### src/rtl/bus_uart_pkg.sv
// -----------------------------------------------------------------------------
// bus_uart_pkg
// Shared definitions for the memory-mapped UART transmitter:
//   - word offsets (address bits [3:2]) of the register window
//   - bit positions inside the STATUS register
//   - serialiser state encoding
// No ports; imported by bus_uart_tx.
// -----------------------------------------------------------------------------
package bus_uart_pkg;

    // Register word offsets, compared against bus_address[3:2]
    localparam logic [1:0] OFF_DATA     = 2'd0;
    localparam logic [1:0] OFF_STATUS   = 2'd1;
    localparam logic [1:0] OFF_DIVISOR  = 2'd2;
    localparam logic [1:0] OFF_RESERVED = 2'd3;

    // STATUS register bit positions
    localparam int STAT_TX_DONE   = 0;
    localparam int STAT_FULL      = 1;
    localparam int STAT_OVERFLOW  = 2;
    localparam int STAT_COUNT_LSB = 8;   // FIFO count occupies [15:8]

    // Serialiser states
    typedef enum logic [1:0] {
        IDLE  = 2'd0,
        START = 2'd1,
        DATA  = 2'd2,
        STOP  = 2'd3
    } tx_state_e;

endpackage

### src/rtl/bus_uart_tx_if.sv
// -----------------------------------------------------------------------------
// bus_uart_tx_if
// Core data-bus signals seen by the UART transmitter.
//   bus_address      byte address from the core
//   bus_read_data    combinational read data (zero when slave not selected)
//   bus_write_data   write data
//   bus_byte_enable  byte lane enables
//   bus_read_enable  read strobe
//   bus_write_enable write strobe
// Modports: master (core / interconnect side), slave (UART side).
// -----------------------------------------------------------------------------
interface bus_uart_tx_if;

    logic [31:0] bus_address;
    logic [31:0] bus_read_data;
    logic [31:0] bus_write_data;
    logic [3:0]  bus_byte_enable;
    logic        bus_read_enable;
    logic        bus_write_enable;

    modport master (
        output bus_address,
        output bus_write_data,
        output bus_byte_enable,
        output bus_read_enable,
        output bus_write_enable,
        input  bus_read_data
    );

    modport slave (
        input  bus_address,
        input  bus_write_data,
        input  bus_byte_enable,
        input  bus_read_enable,
        input  bus_write_enable,
        output bus_read_data
    );

endinterface

### src/rtl/uart_tx_fifo.sv
// -----------------------------------------------------------------------------
// uart_tx_fifo
// Synchronous FIFO buffering bytes between the bus write port and the
// serialiser.
//   clock, reset  system clock, asynchronous active-high reset
//   push          write request; ignored while full
//   push_data     data to write
//   pop           read request; ignored while empty
//   pop_data      head entry (valid whenever empty is low)
//   count         number of stored entries, 0..DEPTH
//   full, empty   occupancy flags derived from the registered count
// DEPTH must be a power of two (>= 2) so the pointers wrap naturally.
// -----------------------------------------------------------------------------
module uart_tx_fifo #(
    parameter int DEPTH = 8,
    parameter int WIDTH = 8
) (
    input  logic                     clock,
    input  logic                     reset,
    input  logic                     push,
    input  logic [WIDTH-1:0]         push_data,
    input  logic                     pop,
    output logic [WIDTH-1:0]         pop_data,
    output logic [$clog2(DEPTH):0]   count,
    output logic                     full,
    output logic                     empty
);

    localparam int AW = $clog2(DEPTH);
    localparam int CW = AW + 1;

    logic [WIDTH-1:0] r_mem [DEPTH];
    logic [AW-1:0]    r_wr_ptr;
    logic [AW-1:0]    r_rd_ptr;
    logic [CW-1:0]    r_count;
    logic             w_push_ok;
    logic             w_pop_ok;

    assign full      = (r_count == CW'(DEPTH));
    assign empty     = (r_count == '0);
    assign count     = r_count;
    assign w_push_ok = push && !full;
    assign w_pop_ok  = pop && !empty;
    assign pop_data  = r_mem[r_rd_ptr];

    // NOTE: storage has no reset; only pointers and count define validity,
    // and leaving the array unreset lets it map onto plain register files.
    always_ff @(posedge clock) begin
        if (w_push_ok) begin
            r_mem[r_wr_ptr] <= push_data;
        end
    end

    // NOTE: sequential state uses non-blocking assignments so every register
    // samples the pre-edge values regardless of statement order.
    always_ff @(posedge clock or posedge reset) begin
        if (reset) begin
            r_wr_ptr <= '0;
            r_rd_ptr <= '0;
            r_count  <= '0;
        end else begin
            if (w_push_ok) begin
                r_wr_ptr <= r_wr_ptr + 1'b1;
            end
            if (w_pop_ok) begin
                r_rd_ptr <= r_rd_ptr + 1'b1;
            end
            case ({w_push_ok, w_pop_ok})
                2'b10:   r_count <= r_count + 1'b1;
                2'b01:   r_count <= r_count - 1'b1;
                default: r_count <= r_count;   // none, or push+pop cancel
            endcase
        end
    end

endmodule

### src/rtl/bus_uart_tx.sv
// -----------------------------------------------------------------------------
// bus_uart_tx
// Memory-mapped 8N1 UART transmitter on the core data bus.
//   clock, reset  system clock, asynchronous active-high reset
//   bus           bus_uart_tx_if.slave: address/data/strobes, read data
//   tx            serial output, idles high, driven from a flop
//   tx_irq        high while the FIFO is empty and the serialiser is idle
// Register window (16 bytes at BASE_ADDRESS, word offset = address[3:2]):
//   0x0 DATA     write pushes byte lane 0 into the TX FIFO; reads 0
//   0x4 STATUS   [0] tx_done [1] full [2] overflow (W1C) [15:8] count
//   0x8 DIVISOR  [15:0] bit time minus one, byte-lane writable
//   0xC reserved
// Reads are combinational and return zero when not selected, so the
// interconnect can OR slave read buses together.
// -----------------------------------------------------------------------------
module bus_uart_tx
    import bus_uart_pkg::*;
#(
    parameter logic [31:0] BASE_ADDRESS    = 32'h1000_0000,
    parameter int          FIFO_DEPTH      = 8,
    parameter logic [15:0] DEFAULT_DIVISOR = 16'd3
) (
    input  logic         clock,
    input  logic         reset,
    bus_uart_tx_if.slave bus,
    output logic         tx,
    output logic         tx_irq
);

    localparam int CW = $clog2(FIFO_DEPTH) + 1;

    // ------------------------------------------------------------------
    // Address decode
    // ------------------------------------------------------------------
    logic       w_sel;
    logic [1:0] w_offset;
    logic       w_wr;
    logic       w_push;
    logic       w_div_wr;
    logic       w_ovf_clr;

    assign w_sel     = (bus.bus_address[31:4] == BASE_ADDRESS[31:4]);
    assign w_offset  = bus.bus_address[3:2];
    assign w_wr      = w_sel && bus.bus_write_enable;
    assign w_push    = w_wr && (w_offset == OFF_DATA) && bus.bus_byte_enable[0];
    assign w_div_wr  = w_wr && (w_offset == OFF_DIVISOR);
    assign w_ovf_clr = w_wr && (w_offset == OFF_STATUS) && bus.bus_byte_enable[0]
                       && bus.bus_write_data[STAT_OVERFLOW];

    // Bits that the register map deliberately ignores
    logic w_unused_bits;
    assign w_unused_bits = ^{bus.bus_address[1:0], bus.bus_write_data[31:16],
                             bus.bus_byte_enable[3:2]};

    // ------------------------------------------------------------------
    // FIFO
    // ------------------------------------------------------------------
    logic          w_pop;
    logic [7:0]    w_pop_data;
    logic [CW-1:0] w_count;
    logic          w_full;
    logic          w_empty;

    uart_tx_fifo #(
        .DEPTH (FIFO_DEPTH),
        .WIDTH (8)
    ) u_fifo (
        .clock     (clock),
        .reset     (reset),
        .push      (w_push),
        .push_data (bus.bus_write_data[7:0]),
        .pop       (w_pop),
        .pop_data  (w_pop_data),
        .count     (w_count),
        .full      (w_full),
        .empty     (w_empty)
    );

    // ------------------------------------------------------------------
    // DIVISOR and overflow registers
    // ------------------------------------------------------------------
    logic [15:0] r_divisor;
    logic        r_overflow;

    always_ff @(posedge clock or posedge reset) begin
        if (reset) begin
            r_divisor <= DEFAULT_DIVISOR;
        end else if (w_div_wr) begin
            if (bus.bus_byte_enable[0]) r_divisor[7:0]  <= bus.bus_write_data[7:0];
            if (bus.bus_byte_enable[1]) r_divisor[15:8] <= bus.bus_write_data[15:8];
        end
    end

    // The full flag is the registered occupancy, so a push that coincides
    // with a pop from a full FIFO is still dropped and still flagged.
    always_ff @(posedge clock or posedge reset) begin
        if (reset) begin
            r_overflow <= 1'b0;
        end else if (w_push && w_full) begin
            r_overflow <= 1'b1;
        end else if (w_ovf_clr) begin
            r_overflow <= 1'b0;
        end
    end

    // ------------------------------------------------------------------
    // Serialiser FSM
    // ------------------------------------------------------------------
    tx_state_e   r_state,   w_state_next;
    logic [7:0]  r_shift,   w_shift_next;
    logic [15:0] r_bit_div, w_bit_div_next;   // divisor frozen for this frame
    logic [15:0] r_bit_cnt, w_bit_cnt_next;
    logic [2:0]  r_bit_idx, w_bit_idx_next;
    logic        r_tx,      w_tx_next;
    logic        w_bit_end;

    assign w_bit_end = (r_bit_cnt == r_bit_div);

    always_ff @(posedge clock or posedge reset) begin
        if (reset) begin
            r_state   <= IDLE;
            r_shift   <= '0;
            r_bit_div <= '0;
            r_bit_cnt <= '0;
            r_bit_idx <= '0;
            r_tx      <= 1'b1;
        end else begin
            r_state   <= w_state_next;
            r_shift   <= w_shift_next;
            r_bit_div <= w_bit_div_next;
            r_bit_cnt <= w_bit_cnt_next;
            r_bit_idx <= w_bit_idx_next;
            r_tx      <= w_tx_next;
        end
    end

    // w_tx_next always carries the level of the bit that starts at the next
    // edge, so tx comes straight from a flop.
    // NOTE: every output of this block gets a default before the case so no
    // path leaves a signal unassigned, which would infer a latch.
    always_comb begin
        w_state_next   = r_state;
        w_shift_next   = r_shift;
        w_bit_div_next = r_bit_div;
        w_bit_cnt_next = r_bit_cnt + 16'd1;
        w_bit_idx_next = r_bit_idx;
        w_tx_next      = r_tx;
        w_pop          = 1'b0;

        case (r_state)
            IDLE: begin
                w_tx_next      = 1'b1;
                w_bit_cnt_next = '0;
                if (!w_empty) begin
                    w_pop          = 1'b1;
                    w_shift_next   = w_pop_data;
                    w_bit_div_next = r_divisor;
                    w_state_next   = START;
                    w_tx_next      = 1'b0;
                end
            end

            START: begin
                if (w_bit_end) begin
                    w_bit_cnt_next = '0;
                    w_bit_idx_next = '0;
                    w_state_next   = DATA;
                    w_tx_next      = r_shift[0];
                end
            end

            DATA: begin
                if (w_bit_end) begin
                    w_bit_cnt_next = '0;
                    w_shift_next   = {1'b0, r_shift[7:1]};
                    if (r_bit_idx == 3'd7) begin
                        w_state_next = STOP;
                        w_tx_next    = 1'b1;
                    end else begin
                        w_bit_idx_next = r_bit_idx + 3'd1;
                        w_tx_next      = r_shift[1];
                    end
                end
            end

            STOP: begin
                if (w_bit_end) begin
                    w_bit_cnt_next = '0;
                    if (!w_empty) begin
                        // Chain straight into the next start bit
                        w_pop          = 1'b1;
                        w_shift_next   = w_pop_data;
                        w_bit_div_next = r_divisor;
                        w_state_next   = START;
                        w_tx_next      = 1'b0;
                    end else begin
                        w_state_next = IDLE;
                        w_tx_next    = 1'b1;
                    end
                end
            end

            default: begin
                w_state_next = IDLE;
                w_tx_next    = 1'b1;
            end
        endcase
    end

    // ------------------------------------------------------------------
    // Status, read mux, outputs
    // ------------------------------------------------------------------
    logic        w_tx_done;
    logic [31:0] w_status;
    logic [31:0] w_rdata;

    assign w_tx_done = w_empty && (r_state == IDLE);

    always_comb begin
        w_status                          = '0;
        w_status[STAT_TX_DONE]            = w_tx_done;
        w_status[STAT_FULL]               = w_full;
        w_status[STAT_OVERFLOW]           = r_overflow;
        w_status[STAT_COUNT_LSB +: 8]     = 8'(w_count);
    end

    always_comb begin
        w_rdata = '0;
        if (w_sel && bus.bus_read_enable) begin
            case (w_offset)
                OFF_STATUS:   w_rdata = w_status;
                OFF_DIVISOR:  w_rdata = {16'h0000, r_divisor};
                OFF_DATA,
                OFF_RESERVED: w_rdata = '0;
                default:      w_rdata = '0;
            endcase
        end
    end

    assign bus.bus_read_data = w_rdata;
    assign tx                = r_tx;
    assign tx_irq            = w_tx_done;

endmodule

### src/flat_wrapper.sv
// flat-port wrapper written by rule: the top's interface ports become plain ports
module bus_uart_tx_flat import bus_uart_pkg::*;
#(
    parameter logic [31:0] BASE_ADDRESS    = 32'h1000_0000,
    parameter int          FIFO_DEPTH      = 8,
    parameter logic [15:0] DEFAULT_DIVISOR = 16'd3
)
  (clock, reset, tx, tx_irq, bus_bus_address, bus_bus_write_data, bus_bus_byte_enable, bus_bus_read_enable, bus_bus_write_enable, bus_bus_read_data);
  bus_uart_tx_if bus_i ();
  input  logic clock;
  input  logic reset;
  output logic tx;
  output logic tx_irq;
  input wire logic [$bits(bus_i.bus_address)-1:0] bus_bus_address;
  input wire logic [$bits(bus_i.bus_write_data)-1:0] bus_bus_write_data;
  input wire logic [$bits(bus_i.bus_byte_enable)-1:0] bus_bus_byte_enable;
  input wire logic [$bits(bus_i.bus_read_enable)-1:0] bus_bus_read_enable;
  input wire logic [$bits(bus_i.bus_write_enable)-1:0] bus_bus_write_enable;
  output wire logic [$bits(bus_i.bus_read_data)-1:0] bus_bus_read_data;
  assign bus_i.bus_address = bus_bus_address;
  assign bus_i.bus_write_data = bus_bus_write_data;
  assign bus_i.bus_byte_enable = bus_bus_byte_enable;
  assign bus_i.bus_read_enable = bus_bus_read_enable;
  assign bus_i.bus_write_enable = bus_bus_write_enable;
  assign bus_bus_read_data = bus_i.bus_read_data;
  bus_uart_tx #(.BASE_ADDRESS(BASE_ADDRESS), .FIFO_DEPTH(FIFO_DEPTH), .DEFAULT_DIVISOR(DEFAULT_DIVISOR)) u_core (.clock(clock), .reset(reset), .bus(bus_i), .tx(tx), .tx_irq(tx_irq));
endmodule
### config.mk
export PLATFORM = sky130hd
export DESIGN_NAME = bus_uart_tx_flat
export DESIGN_NICKNAME = d
export VERILOG_FILES = /design/src/rtl/bus_uart_pkg.sv /design/src/rtl/bus_uart_tx_if.sv /design/src/rtl/uart_tx_fifo.sv /design/src/rtl/bus_uart_tx.sv /design/src/flat_wrapper.sv
export SDC_FILE = /design/constraint.sdc
export NUM_CORES = 1
export LEC_CHECK = 0
export ABC_CLOCK_PERIOD_IN_PS = 4100
export BUFFER_PORTS_ARGS = -buffer_cell sky130_fd_sc_hd__buf_2
export CELL_PAD_IN_SITES_DETAIL_PLACEMENT = 0
export CELL_PAD_IN_SITES_GLOBAL_PLACEMENT = 1
export CORE_MARGIN = 5
export CORE_UTILIZATION = 46
export CTS_CLUSTER_DIAMETER = 40
export DETAILED_ROUTE_END_ITERATION = 12
export GPL_TIMING_DRIVEN = 0
export HOLD_SLACK_MARGIN = 0.03
export PLACE_DENSITY_LB_ADDON = 0.08
export SKIP_CTS_REPAIR_TIMING = 1
export SYNTH_ARGS = -nofsm -noshare
export SYNTH_HDL_FRONTEND = slang
export SYNTH_HIERARCHICAL = 1
export SYNTH_SLANG_ARGS = --single-unit
### constraint.sdc
create_clock -name clock -period 4.1 [get_ports clock]
set_clock_uncertainty 0.15 [all_clocks]
set_input_delay 0.615 -clock clock [delete_from_list [all_inputs] [get_ports clock]]
set_output_delay 0.615 -clock clock [all_outputs]
set_load 0.005 [all_outputs]
### Yosys cells after proc, flatten, opt, wreduce, memory -nomap -nowiden

Memories as Yosys holds them, arrays and structs flattened.
Index checks and enable logic that the tools add are counted.
W data, S select, Z words.

| cells by class | value |
|---|---|
| $add $sub $neg | 6 |
| equality and inequality tests | 18 |
| muxes and demuxes | 36 |
| reductions and logical operators | 31 |

Operators by type and width:

| cell | number |
|---|---|
| $pmux W32 S3 | 1 |
| $pmux W16 S2 | 2 |
| $mux W16 | 3 |
| $mux W32 | 1 |
| $eq A28 B25 Y1 const B | 1 |
| $mux W8 | 3 |
| $pmux W8 S3 | 1 |
| $add A16 B1 Y16 const B | 1 |
| $eq A16 B16 Y1 | 1 |
| $logic_and A1 B1 Y1 | 12 |
| $mux W1 | 12 |
| $eq A2 B2 Y1 const B | 5 |
| $mux W2 | 5 |
| $add A3 B1 Y3 const B | 3 |
| $mux W3 | 3 |
| $ne A2 B1 Y1 const B | 4 |
| $pmux W2 S4 | 1 |
| $pmux W4 S2 | 1 |
| $reduce_bool A2 Y1 | 4 |
| $eq A2 B1 Y1 const B | 3 |
| $pmux W3 S2 | 1 |
| $reduce_and A2 Y1 | 3 |
| $reduce_and A3 Y1 | 2 |
| $reduce_and A5 Y1 | 1 |
| 14 further kinds | 17 |

| word-level totals | value |
|---|---|
| register bits after elaboration | 73 |
| RAM bits | 64 |
| bits of input ports | 72 |
| output and inout bits | 34 |
| word-level logic and storage cells | 104 |
| memories | 1 |

Memories:

| name | depth | bits a word | read ports | clocked after memory_dff | write ports | line | text |
|---|---|---|---|---|---|---|---|
| u_core.u_fifo.r_mem | 8 | 8 | 1 | 0 | 1 | uart_tx_fifo.sv:32 | `logic [WIDTH-1:0] r_mem [DEPTH];` |

### Logic depth before layout (Yosys ltp)

| logic depth | value |
|---|---|
| depth after elaboration | 7 |
| gate-level depth with buffers | 13 |

### Cells and area by module

Netlist, hierarchy kept.

By module, submodules not included:

| module | instances | cells each | area each (um^2) |
|---|---|---|---|
| bus_uart_tx | 1 | 310 | 3,444.6 |
| uart_tx_fifo | 1 | 161 | 3,135.5 |

### Worst setup path after synthesis

OpenSTA, ideal clock, no wires.

| path | value |
|---|---|
| path type | input-to-reg |
| start point | input bus_bus_address[8] |
| end point | register u_core.u_fifo.r_count[3], in the netlist u_core/u_fifo/count[3] |
| setup time | 134 ps |
| arrival | 3,034 ps |
| required time | 3,816 ps |
| setup slack | 782 ps |
| stages | 11 |
| buffers on the path | 0 |
| path through | nor4_1 -> and4_1 -> and2_1 -> nand2_1 -> nor2_1 -> nand2_2 -> ha_1 -> ha_1 -> or4b_2 -> o311ai_0 -> o211ai_1 |

| on the way | value |
|---|---|
| cells in the longest elaborated chain, start to end | 7 |

Ends and longest elaborated chain:

| item | line | text |
|---|---|---|
| start: declaration | flat_wrapper.sv:14 | `input wire logic [$bits(bus_i.bus_address)-1:0] bus_bus_address;` |
| $eq A28 B25 Y1 * | bus_uart_tx.sv:42 | `assign w_sel = (bus.bus_address[31:4] == BASE_ADDRESS[31:4]);` |
| $logic_and A1 B1 Y1 * | bus_uart_tx.sv:44 | `assign w_wr = w_sel && bus.bus_write_enable;` |
| $logic_and A1 B1 Y1 * (2 in series) | bus_uart_tx.sv:45 | `assign w_push = w_wr && (w_offset == OFF_DATA) && bus.bus_byte_enable[0];` |
| named net u_core.w_push | bus_uart_tx.sv:38 | `logic w_push;` |
| $logic_and A1 B1 Y1 * | uart_tx_fifo.sv:42 | `assign w_push_ok = push && !full;` |
| $eq A2 B1 Y1 / $eq A2 B2 Y1 (equally long branches) | uart_tx_fifo.sv:68 | `case ({w_push_ok, w_pop_ok})` |
| $pmux W4 S2 / $reduce_bool A2 Y1 (equally long branches) | - |  |
| end signal: assignment | uart_tx_fifo.sv:69 | `2'b10: r_count <= r_count + 1'b1;` |
| end signal: assignment | uart_tx_fifo.sv:70 | `2'b01: r_count <= r_count - 1'b1;` |
| end signal: assignment | uart_tx_fifo.sv:71 | `default: r_count <= r_count;` |
| end: declaration | uart_tx_fifo.sv:35 | `logic [CW-1:0] r_count;` |

The timed path passes the listed nets; every way through them passes the cells marked *.
A chain may end at the register's enable or synchronous reset.

### Worst setup path after layout

| path | value |
|---|---|
| start point | register u_core.r_bit_cnt[10] |
| end point | register u_core.u_fifo.r_count[3], in the netlist u_core/u_fifo/count[3] |

| on the way | value |
|---|---|
| cells in the longest elaborated chain, start to end | 6 |

Ends and longest elaborated chain:

| item | line | text |
|---|---|---|
| start: declaration | bus_uart_tx.sv:112 | `logic [15:0] r_bit_cnt, w_bit_cnt_next;` |
| start signal: assignment | bus_uart_tx.sv:131 | `r_bit_cnt <= w_bit_cnt_next;` |
| $eq A16 B16 Y1 * | bus_uart_tx.sv:117 | `assign w_bit_end = (r_bit_cnt == r_bit_div);` |
| $mux W1 * | bus_uart_tx.sv:187 | `if (w_bit_end) begin` |
| $pmux W1 S2 * | bus_uart_tx.sv:150 | `case (r_state)` |
| named net u_core.w_pop | bus_uart_tx.sv:58 | `logic w_pop;` |
| $logic_and A1 B1 Y1 * | uart_tx_fifo.sv:43 | `assign w_pop_ok = pop && !empty;` |
| named net u_core.u_fifo.w_pop_ok | uart_tx_fifo.sv:37 | `logic w_pop_ok;` |
| $eq A2 B1 Y1 / $eq A2 B2 Y1 (equally long branches) | uart_tx_fifo.sv:68 |  |
| $pmux W4 S2 / $reduce_bool A2 Y1 (equally long branches) | - |  |

Marks and branches as above.

==> results.sh <==
export IMPL_critPathMaxStageDelay_ns=0.62
export IMPL_r2r_start="u_core/r_bit_cnt[10]$_DFF_PP0_"
export IMPL_fp_dieArea_mm2=0.0168
export IMPL_cts_sinks=137
export IMPL_floorplan_core_area_mm2=0.0139
export IMPL_synth_edf_count=64
export IMPL_final_setup_margin_ns=0.329
export IMPL_drtAntennaViolNets=0
export IMPL_period_minus_slack_ns=3.77
export IMPL_ys_dominant_reg_cell="dfrtp_1"
export IMPL_die_height_um=130
export IMPL_worstSetupPathType="reg2reg"
export IMPL_postSynthCellCount=471
export IMPL_final_count_of_negative_setup_slack_endpoints=0
export IMPL_worst_ep_arrival_time_ns=3.91
export IMPL_synth_async_reset_ratio=0.533
export IMPL_worstSkewPairLatency_ns=0.42
export IMPL_critical_path_required_ns=4.24
export IMPL_cts_buffer_depth=2
export IMPL_run_status="complete, no violations"
export IMPL_rr_worst_depth=13
export IMPL_yosys_area_top_type_share=0.292
export IMPL_final_max_slew_violation_count=0
export IMPL_grt_max_degree=38
export IMPL_place_congestion=0.768
export IMPL_worst_path_buf_inv=2
export IMPL_antenna_found_initial=0
export IMPL_pwr_density_cell_mw_per_mm2=400
export IMPL_initial_core_util=0.472
export IMPL_synth_cell_types=55
export IMPL_yosys_top_cells_count="70 x dfrtp_1, 64 x edfxtp_1, 48 x mux2_2"
export IMPL_via_count_of_the_first_global_routing_pass=4188
export IMPL_place_ws_ns=0.0429
export IMPL_cellLeakagePower_uw=0.00334
export IMPL_antenna_cells=0
export IMPL_total_via_count_in_the_routed_design=3991
export IMPL_floorplan_io_pins=106
export IMPL_drc_errors=0
export IMPL_netlist_top_cells_area="edfxtp_1 29%, dfrtp_1 27%, mux2_2 8.2%, mux4_1 6.4%, xnor2_1 3.7%"
export IMPL_worst_path_max_delay_cell="or4b_2"
export IMPL_cp_max_fo=10
export IMPL_synth_top_area_cell="edfxtp_1"
export IMPL_synth_cell_area_mm2=0.00658
export IMPL_global_route_overflow_total=0
export IMPL_cp_num_cells=13
export IMPL_track_usage=0.169
export IMPL_crit_start_category="flop"
export IMPL_ir_drop_mv=0.303
export IMPL_sequential_area_share_after_synthesis=0.570
export IMPL_share_of_the_clock_period_used_by_the_worst_path=0.920
export IMPL_max_cap_violations=0
export IMPL_worst_pin_slew_ns=1.28
export IMPL_dpl_instance_area_mm2=0.00723
export IMPL_maxSlewHeadroom=0.139
export IMPL_fin_nets=661
export IMPL_global_route_wire_length_before_repair_um=21700
export IMPL_crit_family="simple AND/OR/NAND/NOR gates"
export IMPL_final_core_util=0.565
export IMPL_final_hold_viol_count=0
export IMPL_yosys_register_bits=137
export IMPL_tritoncts="built"
export IMPL_synth_most_common_cell="dfrtp_1"
export IMPL_end_kind="flop"
export IMPL_area_growth_syn_to_layout_pct=19.6
export IMPL_grt_setup_unrepaired="false"
export IMPL_clk_transition_reported_paths_ns=0.06
export IMPL_final_cell_area_mm2=0.00787
export IMPL_wire_per_inst_um=17.3
export IMPL_firstDrtPassIters=4
export IMPL_min_path_type="in2async"
export IMPL_clock_tree_htree_level_count=4
export IMPL_post_synthesis_area_per_instance_um2=14.0
export IMPL_yosys_warnings=6
export IMPL_drt_first_iter_violations=188
export IMPL_drive_gt1_frac=0.335
export IMPL_die_width_um=130
export IMPL_routed_wirelength_um=13300
export IMPL_startpoint="u_core/r_bit_cnt[10]$_DFF_PP0_"
export IMPL_cts_root_buffer="clkbuf_16"
export IMPL_cts_buffers_inserted=17
export IMPL_placement_io_buffers=69
export IMPL_n_fill_cell=1156
export IMPL_core_rowCount=43
export IMPL_place_detailed_hpwl_um=9710
export IMPL_vias_per_std_cell=5.20
export IMPL_timing_critical_path_cells="xnor2_1, nand4_1, nor4_4, buf_4, a21oi_1, nor3_4, o41ai_4, inv_1, ha_4, ha_1, or4b_2, o311ai_0, o211ai_1"
export IMPL_fmaxAchievable_ghz=0.265
==> layout make-up <==
class | count | area (µm²) | share of cell area
well taps | 180 | 225 | 0.0286
inverters | 16 | 60.1 | 0.00763
flip-flops and latches | 137 | 3750 | 0.477
repair buffers | 70 | 365 | 0.0464
plain buffers | 32 | 226 | 0.0288
clock inverters | 11 | 148 | 0.0188
multi-input cells | 301 | 2640 | 0.336
clock buffers | 21 | 450 | 0.0572
==> where the power goes <==
part           switching, µW  total (µW)  internal, µW
registers               16.4        1480          1470
clock network            566        1540           973
logic                   68.3         130          61.5
total                    650        3150          2500
==> stage by stage <==
step | hold slack, ns | power, µW | cells | setup TNS [ns]
floorplan | 0.305 | 1580 | 486 | 0
global placement | 0.335 | 1630 | 735 | 0
detailed placement | 0.346 | 1640 | 736 | 0
CTS | 0.0479 | 3180 | 768 | -0.0804
global route | 0.0738 | 3270 | 768 | 0
finish | 0.0470 | 3150 | 768 | 0
==> cells in the final DEF, fill, tap and decap left out, types with 3 or more instances in the layout <==
master	instances
nor3b_1	3
mux2_4	10
clkinv_2	3
nor2b_1	3
buf_4	17
dfstp_2	3
mux2_2	48
nor2_1	38
mux4_1	16
and2_1	11
clkinv_4	3
a21oi_1	5
inv_1	15
buf_6	3
conb_1	16
bufinv_16	3
nand2_1	19
and3_1	10
nor4_1	7
clkbuf_1	10
dfrtp_1	70
edfxtp_1	64
xor2_1	8
a22oi_1	7
nand3_1	10
xnor2_1	28
a221o_1	3
ha_1	12
nor3_1	6
clkbuf_16	17
buf_2	72
nand4_1	7
o21ai_0	3
==> registers in the layout, indices dropped and copies added, names as in the netlist <==
| register | count |
|---|---|
| u_core/u_fifo/r_mem | 64 |
| u_core/r_bit_cnt | 16 |
| u_core/r_bit_div | 16 |
| u_core/r_divisor | 16 |
| u_core/r_shift | 8 |
| u_core/u_fifo/count | 4 |
| u_core/r_bit_idx | 3 |
| u_core/u_fifo/r_rd_ptr | 3 |
| u_core/u_fifo/r_wr_ptr | 3 |
| u_core/r_state | 2 |
| u_core/r_overflow | 1 |
| u_core/tx | 1 |
==> routing by layer <==
layer / global-route usage / wire, µm
met4: 0.0355 / 93
met1: 0.239 / 6140
met2: 0.262 / 6080
met5: 0 / 0
met3: 0.0499 / 934
==> logic make-up (layout without fill, tap and decap cells) <==
| family | after synthesis | in the layout | synth area share |
|---|---|---|---|
| buf+inv | 48 | 150 | 0.0435 |
| other cells | 1 | 16 | 0.000570 |
| mux | 75 | 75 | 0.170 |
| simple gates | 129 | 129 | 0.102 |
| compound gates | 31 | 31 | 0.0373 |
| flops | 137 | 137 | 0.570 |
| xor+xnor | 36 | 36 | 0.0479 |
| fa+ha+maj | 14 | 14 | 0.0278 |
==> path summary, 6_finish.rpt <==
check,endpoint,slack (ns)
worst max-delay path,u_core/u_fifo/count[3]$_DFFE_PP0P_,0.33
worst min-delay path,u_core/u_fifo/r_rd_ptr[1]$_DFFE_PP0P_,0.05
worst max register to register,u_core/u_fifo/count[3]$_DFFE_PP0P_,0.33
worst min register to register,u_core/r_shift[7]$_DFFE_PP0P_,0.35
max in group asynchronous,u_core/tx$_DFFE_PP1P_,2.99
min in group clock,u_core/r_overflow$_DFFE_PP0P_,0.27
Note: power is estimated with default switching activity, not from simulation.
